[config.mk]
export PLATFORM = sky130hd
export DESIGN_NAME = free_addr_pool
export DESIGN_NICKNAME = d
export VERILOG_FILES = /design/src/rtl/hash_table_pkg.sv /design/src/rtl/free_addr_fifo.sv /design/src/rtl/free_addr_pool.sv
export SDC_FILE = /design/constraint.sdc
export NUM_CORES = 2
export LEC_CHECK = 0
export CAP_MARGIN = 0
export CORE_AREA = 2 2 382 384
export DETAILED_ROUTE_END_ITERATION = 8
export DIE_AREA = 0 0 384 386
export GPL_ROUTABILITY_DRIVEN = 0
export PLACE_DENSITY = 0.76
export SLEW_MARGIN = 20
export SYNTH_ARGS = -nofsm -noshare
export SYNTH_HDL_FRONTEND = slang
export SYNTH_HIERARCHICAL = 1
export SYNTH_SLANG_ARGS = --single-unit
export TNS_END_PERCENT = 5
[constraint.sdc]
create_clock -name clk_i -period 6.7 [get_ports clk_i]
set_input_delay 1.005 -clock clk_i [delete_from_list [all_inputs] [get_ports clk_i]]
set_output_delay 1.005 -clock clk_i [all_outputs]
set_load 0.005 [all_outputs]
[src/rtl/hash_table_pkg.sv]
// rtl/hash_table_pkg.sv - shared hash table types: address width, free-pool FSM states, error record
package hash_table_pkg;

  localparam int TABLE_ADDR_WIDTH = 8;

  typedef enum logic {
    FRESH_S   = 1'b0,
    RECYCLE_S = 1'b1
  } pool_state_e;

  typedef struct packed {
    logic underflow;
    logic overflow;
    logic double_free;
  } free_pool_err_t;

endpackage

[src/rtl/free_addr_fifo.sv]
// rtl/free_addr_fifo.sv - show-ahead FIFO holding recycled addresses
module free_addr_fifo #(
  parameter int WIDTH = 8,
  parameter int DEPTH = 256
) (
  input  logic             clk,
  input  logic             rst,
  input  logic             in_tvalid,
  input  logic [WIDTH-1:0] in_tdata,
  input  logic             out_tready,
  output logic [WIDTH-1:0] out_tdata,
  output logic             out_tvalid
);

  localparam int PW = (DEPTH > 1) ? $clog2(DEPTH) : 1;
  localparam int CW = $clog2(DEPTH + 1);

  logic [WIDTH-1:0] mem [DEPTH];
  logic [PW-1:0]    wr_ptr;
  logic [PW-1:0]    rd_ptr;
  logic [CW-1:0]    count;
  logic             push;
  logic             pop;

  // A push into a full FIFO is only legal when the head leaves in the same cycle.
  assign pop        = out_tready && (count != '0);
  assign push       = in_tvalid && ((count != CW'(DEPTH)) || pop);
  assign out_tdata  = mem[rd_ptr];
  assign out_tvalid = (count != '0);

  // Storage array; no reset needed, validity is tracked by count.
  always_ff @(posedge clk) begin
    if (push) mem[wr_ptr] <= in_tdata;
  end

  // Pointer and occupancy bookkeeping.
  always_ff @(posedge clk) begin
    if (rst) begin
      wr_ptr <= '0;
      rd_ptr <= '0;
      count  <= '0;
    end else begin
      if (push) wr_ptr <= (wr_ptr == PW'(DEPTH - 1)) ? '0 : wr_ptr + 1'b1;
      if (pop)  rd_ptr <= (rd_ptr == PW'(DEPTH - 1)) ? '0 : rd_ptr + 1'b1;
      case ({push, pop})
        2'b10:   count <= count + 1'b1;
        2'b01:   count <= count - 1'b1;
        default: count <= count;
      endcase
    end
  end

endmodule

[src/rtl/free_addr_pool.sv]
// rtl/free_addr_pool.sv - free address pool; optional FREE_ADDR_POOL_DOUBLE_FREE_CHECK_EN bitmap check
module free_addr_pool
  import hash_table_pkg::*;
#(
  parameter int A_WIDTH = TABLE_ADDR_WIDTH
) (
  input  logic               clk_i,
  input  logic               rst_i,
  output logic [A_WIDTH-1:0] empty_addr_o,
  output logic               empty_addr_val_o,
  input  logic               empty_addr_rd_ack_i,
  input  logic [A_WIDTH-1:0] add_addr_i,
  input  logic               add_addr_val_i,
  output logic [A_WIDTH:0]   free_cnt_o,
  output logic               err_underflow_o,
  output logic               err_overflow_o
`ifdef FREE_ADDR_POOL_DOUBLE_FREE_CHECK_EN
  ,
  output logic               err_double_free_o
`endif
);

  localparam int                 N         = 2 ** A_WIDTH;
  localparam logic [A_WIDTH:0]   CNT_FULL  = (A_WIDTH + 1)'(N);
  localparam logic [A_WIDTH-1:0] LAST_ADDR = A_WIDTH'(N - 1);

  pool_state_e        state_q;
  pool_state_e        state_d;
  logic [A_WIDTH-1:0] fresh_ptr_q;
  logic [A_WIDTH:0]   free_cnt_q;
  logic [A_WIDTH-1:0] fifo_head;
  logic               fifo_valid;
  logic               fresh_pop;
  logic               fifo_pop;
  logic               ack_ok;
  logic               add_ok;
  logic               full;

  assign empty_addr_val_o = (free_cnt_q != '0);
  assign free_cnt_o       = free_cnt_q;
  assign full             = (free_cnt_q == CNT_FULL);
  assign ack_ok           = empty_addr_rd_ack_i && empty_addr_val_o;

`ifdef FREE_ADDR_POOL_DOUBLE_FREE_CHECK_EN
  logic [N-1:0] alloc_q;

  // Only addresses currently handed out may come back.
  assign add_ok = add_addr_val_i && (!full || ack_ok) && alloc_q[add_addr_i];

  // Allocation bitmap and double-free flag.
  always_ff @(posedge clk_i) begin
    if (rst_i) begin
      alloc_q           <= '0;
      err_double_free_o <= 1'b0;
    end else begin
      if (ack_ok) alloc_q[empty_addr_o] <= 1'b1;
      if (add_ok) alloc_q[add_addr_i]   <= 1'b0;
      if (add_addr_val_i && !alloc_q[add_addr_i]) err_double_free_o <= 1'b1;
    end
  end
`else
  assign add_ok = add_addr_val_i && (!full || ack_ok);
`endif

  // Recycled addresses, returned in arrival order.
  free_addr_fifo #(
    .WIDTH (A_WIDTH),
    .DEPTH (N)
  ) u_fifo (
    .clk        (clk_i),
    .rst        (rst_i),
    .in_tvalid  (add_ok),
    .in_tdata   (add_addr_i),
    .out_tready (fifo_pop),
    .out_tdata  (fifo_head),
    .out_tvalid (fifo_valid)
  );

  // State register: once the fresh range is spent only reset goes back.
  always_ff @(posedge clk_i) begin
    if (rst_i) state_q <= FRESH_S;
    else       state_q <= state_d;
  end

  // Next state, address source select and consume strobes.
  always_comb begin
    state_d      = state_q;
    fresh_pop    = 1'b0;
    fifo_pop     = 1'b0;
    empty_addr_o = fifo_head;
    case (state_q)
      FRESH_S: begin
        empty_addr_o = fresh_ptr_q;
        fresh_pop    = ack_ok;
        if (ack_ok && (fresh_ptr_q == LAST_ADDR)) state_d = RECYCLE_S;
      end
      RECYCLE_S: begin
        fifo_pop = ack_ok && fifo_valid;
      end
      default: state_d = FRESH_S;
    endcase
  end

  // Fresh pointer holds at N-1 so it never wraps after exhaustion.
  always_ff @(posedge clk_i) begin
    if (rst_i)                                       fresh_ptr_q <= '0;
    else if (fresh_pop && (fresh_ptr_q != LAST_ADDR)) fresh_ptr_q <= fresh_ptr_q + 1'b1;
  end

  // Free count and sticky error flags.
  always_ff @(posedge clk_i) begin
    if (rst_i) begin
      free_cnt_q      <= CNT_FULL;
      err_underflow_o <= 1'b0;
      err_overflow_o  <= 1'b0;
    end else begin
      case ({add_ok, ack_ok})
        2'b10:   free_cnt_q <= free_cnt_q + 1'b1;
        2'b01:   free_cnt_q <= free_cnt_q - 1'b1;
        default: free_cnt_q <= free_cnt_q;
      endcase
      if (empty_addr_rd_ack_i && !empty_addr_val_o) err_underflow_o <= 1'b1;
      if (add_addr_val_i && full && !ack_ok)         err_overflow_o  <= 1'b1;
    end
  end

endmodule

==> reports/results.ini <==
[synth]
ys.flop_type=edfxtp_1
synth.distinct_cells=65
synth_area_um2=81780
ys_ff_latch=2101
ys.warnings.count=6
synthCells=3952
syn_area_per_cell_um2=20.69
synthArstFlopShare_pct=0
synth-edff-count=2048
synth_nets=3987
ys_seq_area_share_pct=76.50

[timing]
setup_viol=0
hold-worst-slack_ns=0.4812
worst_slew_pin_slew_ns=1.201
clock_skew_ns=0.03058
fin_crit_sh_pct=99.70
max_freq_mhz=149.7
min_period_ns=6.680
slew_viol_final=0
timing.setup.tns_ns=0
relSlewSlack_pct=19.32
rsz0062_at_grt=no
hold_viol_final=0

[clock_tree]
clock_sinks=2101
cts_buffers=193
clkTransAtPathRegs_ns=0.06
cts_tree=yes
h-tree-depth=4
clockBufferDepth=3
clk_latency_ns=0.82
cts_root_buf=clkbuf_16
cts_setup_buffers=0

[routing]
drc=0
ant_nets=0
vias_per_cell=6.754
vias=41470
firstDrtPassIters=8
drtIter0Drc=6214
routed_wl_mm=195.6
wl_per_cell_um=31.86

[pwr]
p_leak_uw=0.02702
p_per_area_nw_per_um2=294.3
internal_power_uw=21290
pwr-share-comb_pct=3.4
p_seq_share_pct=54.4
peakVddDrop_uv=260.3
p_clk_share_pct=42.2
switching_power_uw=5427
swShare_pct=20.32

[die]
die_h_um=386
die_area_um2=148200
ios=32
rows=140
die_w_um=384
initial_core_util_pct=56.59
coreArea_um2=144500

[setup_path]
crit_fanout=64
cp-start-kind=flop
arrival_ns=5.68
worst-setup-path-type=flop to output port
worstPathRequired_ns=5.69
endpoint_kind=output port

[grt]
grt_pass1_wl_mm=283.3
grt_pass1_vias=40700
grt_max_degree=171
antenna_found_initial=5
grt_use_total_pct=26.56
grt-ovfl-total=0

[finish]
finish.utilization_pct=62.81
final_area_um2=90770
drive_above_1_share_pct=21.95
fillerInstances=9289
final_common_cell=edfxtp_1
mostFrequentLayoutCells=edfxtp_1, mux4_2, nor2_1
final-seq-area_um2=62570
synthToLayoutAreaGrowth_pct=10.99
multi_input_area_um2=17920
nNetsFinal=4094
diodes=0

[placement]
place_area_um2=84240
io_buffers=31
place_hpwl_mm=116.1

[outcome]
status=finished clean

[flow_run]
max_cap_viol_count=0

[min_path]
hold_path.class=flop to flop

## power groups by stage
stage               logic, µW  clock network [µW]  registers, µW
floorplan                 395                   0          14800
global placement          862                   0          14800
finish                    902               11300          14500
detailed placement        887                   0          14800
CTS                       891               11400          14500
global route              968               11800          14500
## Yosys cell counts, types with 7 or more instances
master / n / share of area, %
a211oi_1: 37 / 0.34
a21oi_1: 72 / 0.44
a22o_1: 16 / 0.17
a22oi_1: 87 / 0.80
a31oi_1: 16 / 0.12
and3_1: 14 / 0.11
buf_1: 11 / 0.050
buf_2: 70 / 0.43
buf_4: 29 / 0.27
buf_6: 32 / 0.44
clkbuf_1: 79 / 0.36
dfxtp_1: 53 / 1.3
edfxtp_1: 2048 / 75
ha_1: 21 / 0.32
inv_1: 14 / 0.064
mux2_2: 11 / 0.15
mux2i_1: 132 / 1.6
mux4_2: 478 / 13
nand2_1: 68 / 0.31
nand2b_1: 7 / 0.054
nand3_1: 35 / 0.21
nand4_1: 14 / 0.11
nor2_1: 357 / 1.6
nor2b_1: 10 / 0.076
nor3_1: 17 / 0.10
nor4_1: 15 / 0.11
o211ai_1: 11 / 0.10
o221ai_1: 16 / 0.17
o22ai_1: 80 / 0.61
xnor2_1: 9 / 0.096
xor2_1: 22 / 0.24
## logic make-up (layout without fill, tap and decap cells)
kind of cell,Yosys count,count (layout),share of synthesized area [%]
XOR/XNOR,31,31,0.3320
AO/OA/AOI/OAI,364,364,3.097
AND/OR/NAND/NOR,573,573,3.083
flip-flops,2101,2101,76.50
multiplexers,621,621,14.93
buffers and inverters,239,510,1.692
adder cells (fa/ha/maj),23,23,0.3702
## layout make-up
type	count	area share (%)
clock buffers	246	5.689
clock inverters	113	1.474
inverters	14	0.05790
multi-input cells	1612	19.74
flip-flops and latches	2101	68.94
well taps	1917	2.643
repair buffers	137	1.457
## critical path, stage by stage (launching register included)
cell and delay (ns):
dfxtp_4 0.84, buf_12 0.45, buf_4 0.36, mux4_2 0.30, a22o_1 0.21, a211oi_1 0.09, a21oi_1 0.63, a31oi_1 0.18
nor4_1 0.93, mux2_2 0.32, clkdlybuf4s50_1 0.50
## path summary, 6_finish.rpt
kind / start / end / slack, ns / cells after the start
worst max-delay path: flop / empty_addr_o[3] / 0.02 / 10
worst min-delay path: err_underflow_o$_SDFFE_PP0P_ / err_underflow_o$_SDFFE_PP0P_ / 0.48 / 2
worst max register to register: free_cnt_o[4]$_SDFFE_PP0P_ / u_fifo/mem[136][7]$_DFFE_PP_ / 2.05 / 10
worst min register to register: err_underflow_o$_SDFFE_PP0P_ / err_underflow_o$_SDFFE_PP0P_ / 0.48 / 2
## layer usage
layer	global-route usage, %	up-vias	routed length, µm
met5	0	-	13
met4	9.659	2	7112
met3	6.017	423	22930
met2	41.39	2830	93810
met1	37.34	21590	71770
li1	-	16620	-
## registers in the layout (all words and copies together), names as in the netlist, named ones only
| signal | cells |
|---|---|
| u_fifo/rd_ptr | 8 |
| err_underflow_o | 1 |
| u_fifo/wr_ptr | 8 |
| fresh_ptr_q | 8 |
| err_overflow_o | 1 |
| u_fifo/count | 9 |
| state_q | 1 |
| u_fifo/mem | 2048 |
| free_cnt_o | 9 |
## per-stage QoR
step                      worst slack, ns  instances  total power (µW)
after global placement              1.081       5780             15680
after global routing              0.02930       6140             27360
final                             0.01992       6140             26710
after detailed placement            1.121       5781             15710
after floorplan                     2.906       3952             15200
after CTS                          0.1465       6140             26810
## repair_timing
| item | 4_1_cts | 5_1_grt |
|---|---|---|
| gates resized for setup | 0 | 4 |
| hold buffers | 0 | 0 |
| setup endpoints to repair | 0 | 4 |
No activity file was read; power rests on OpenSTA's default activity.
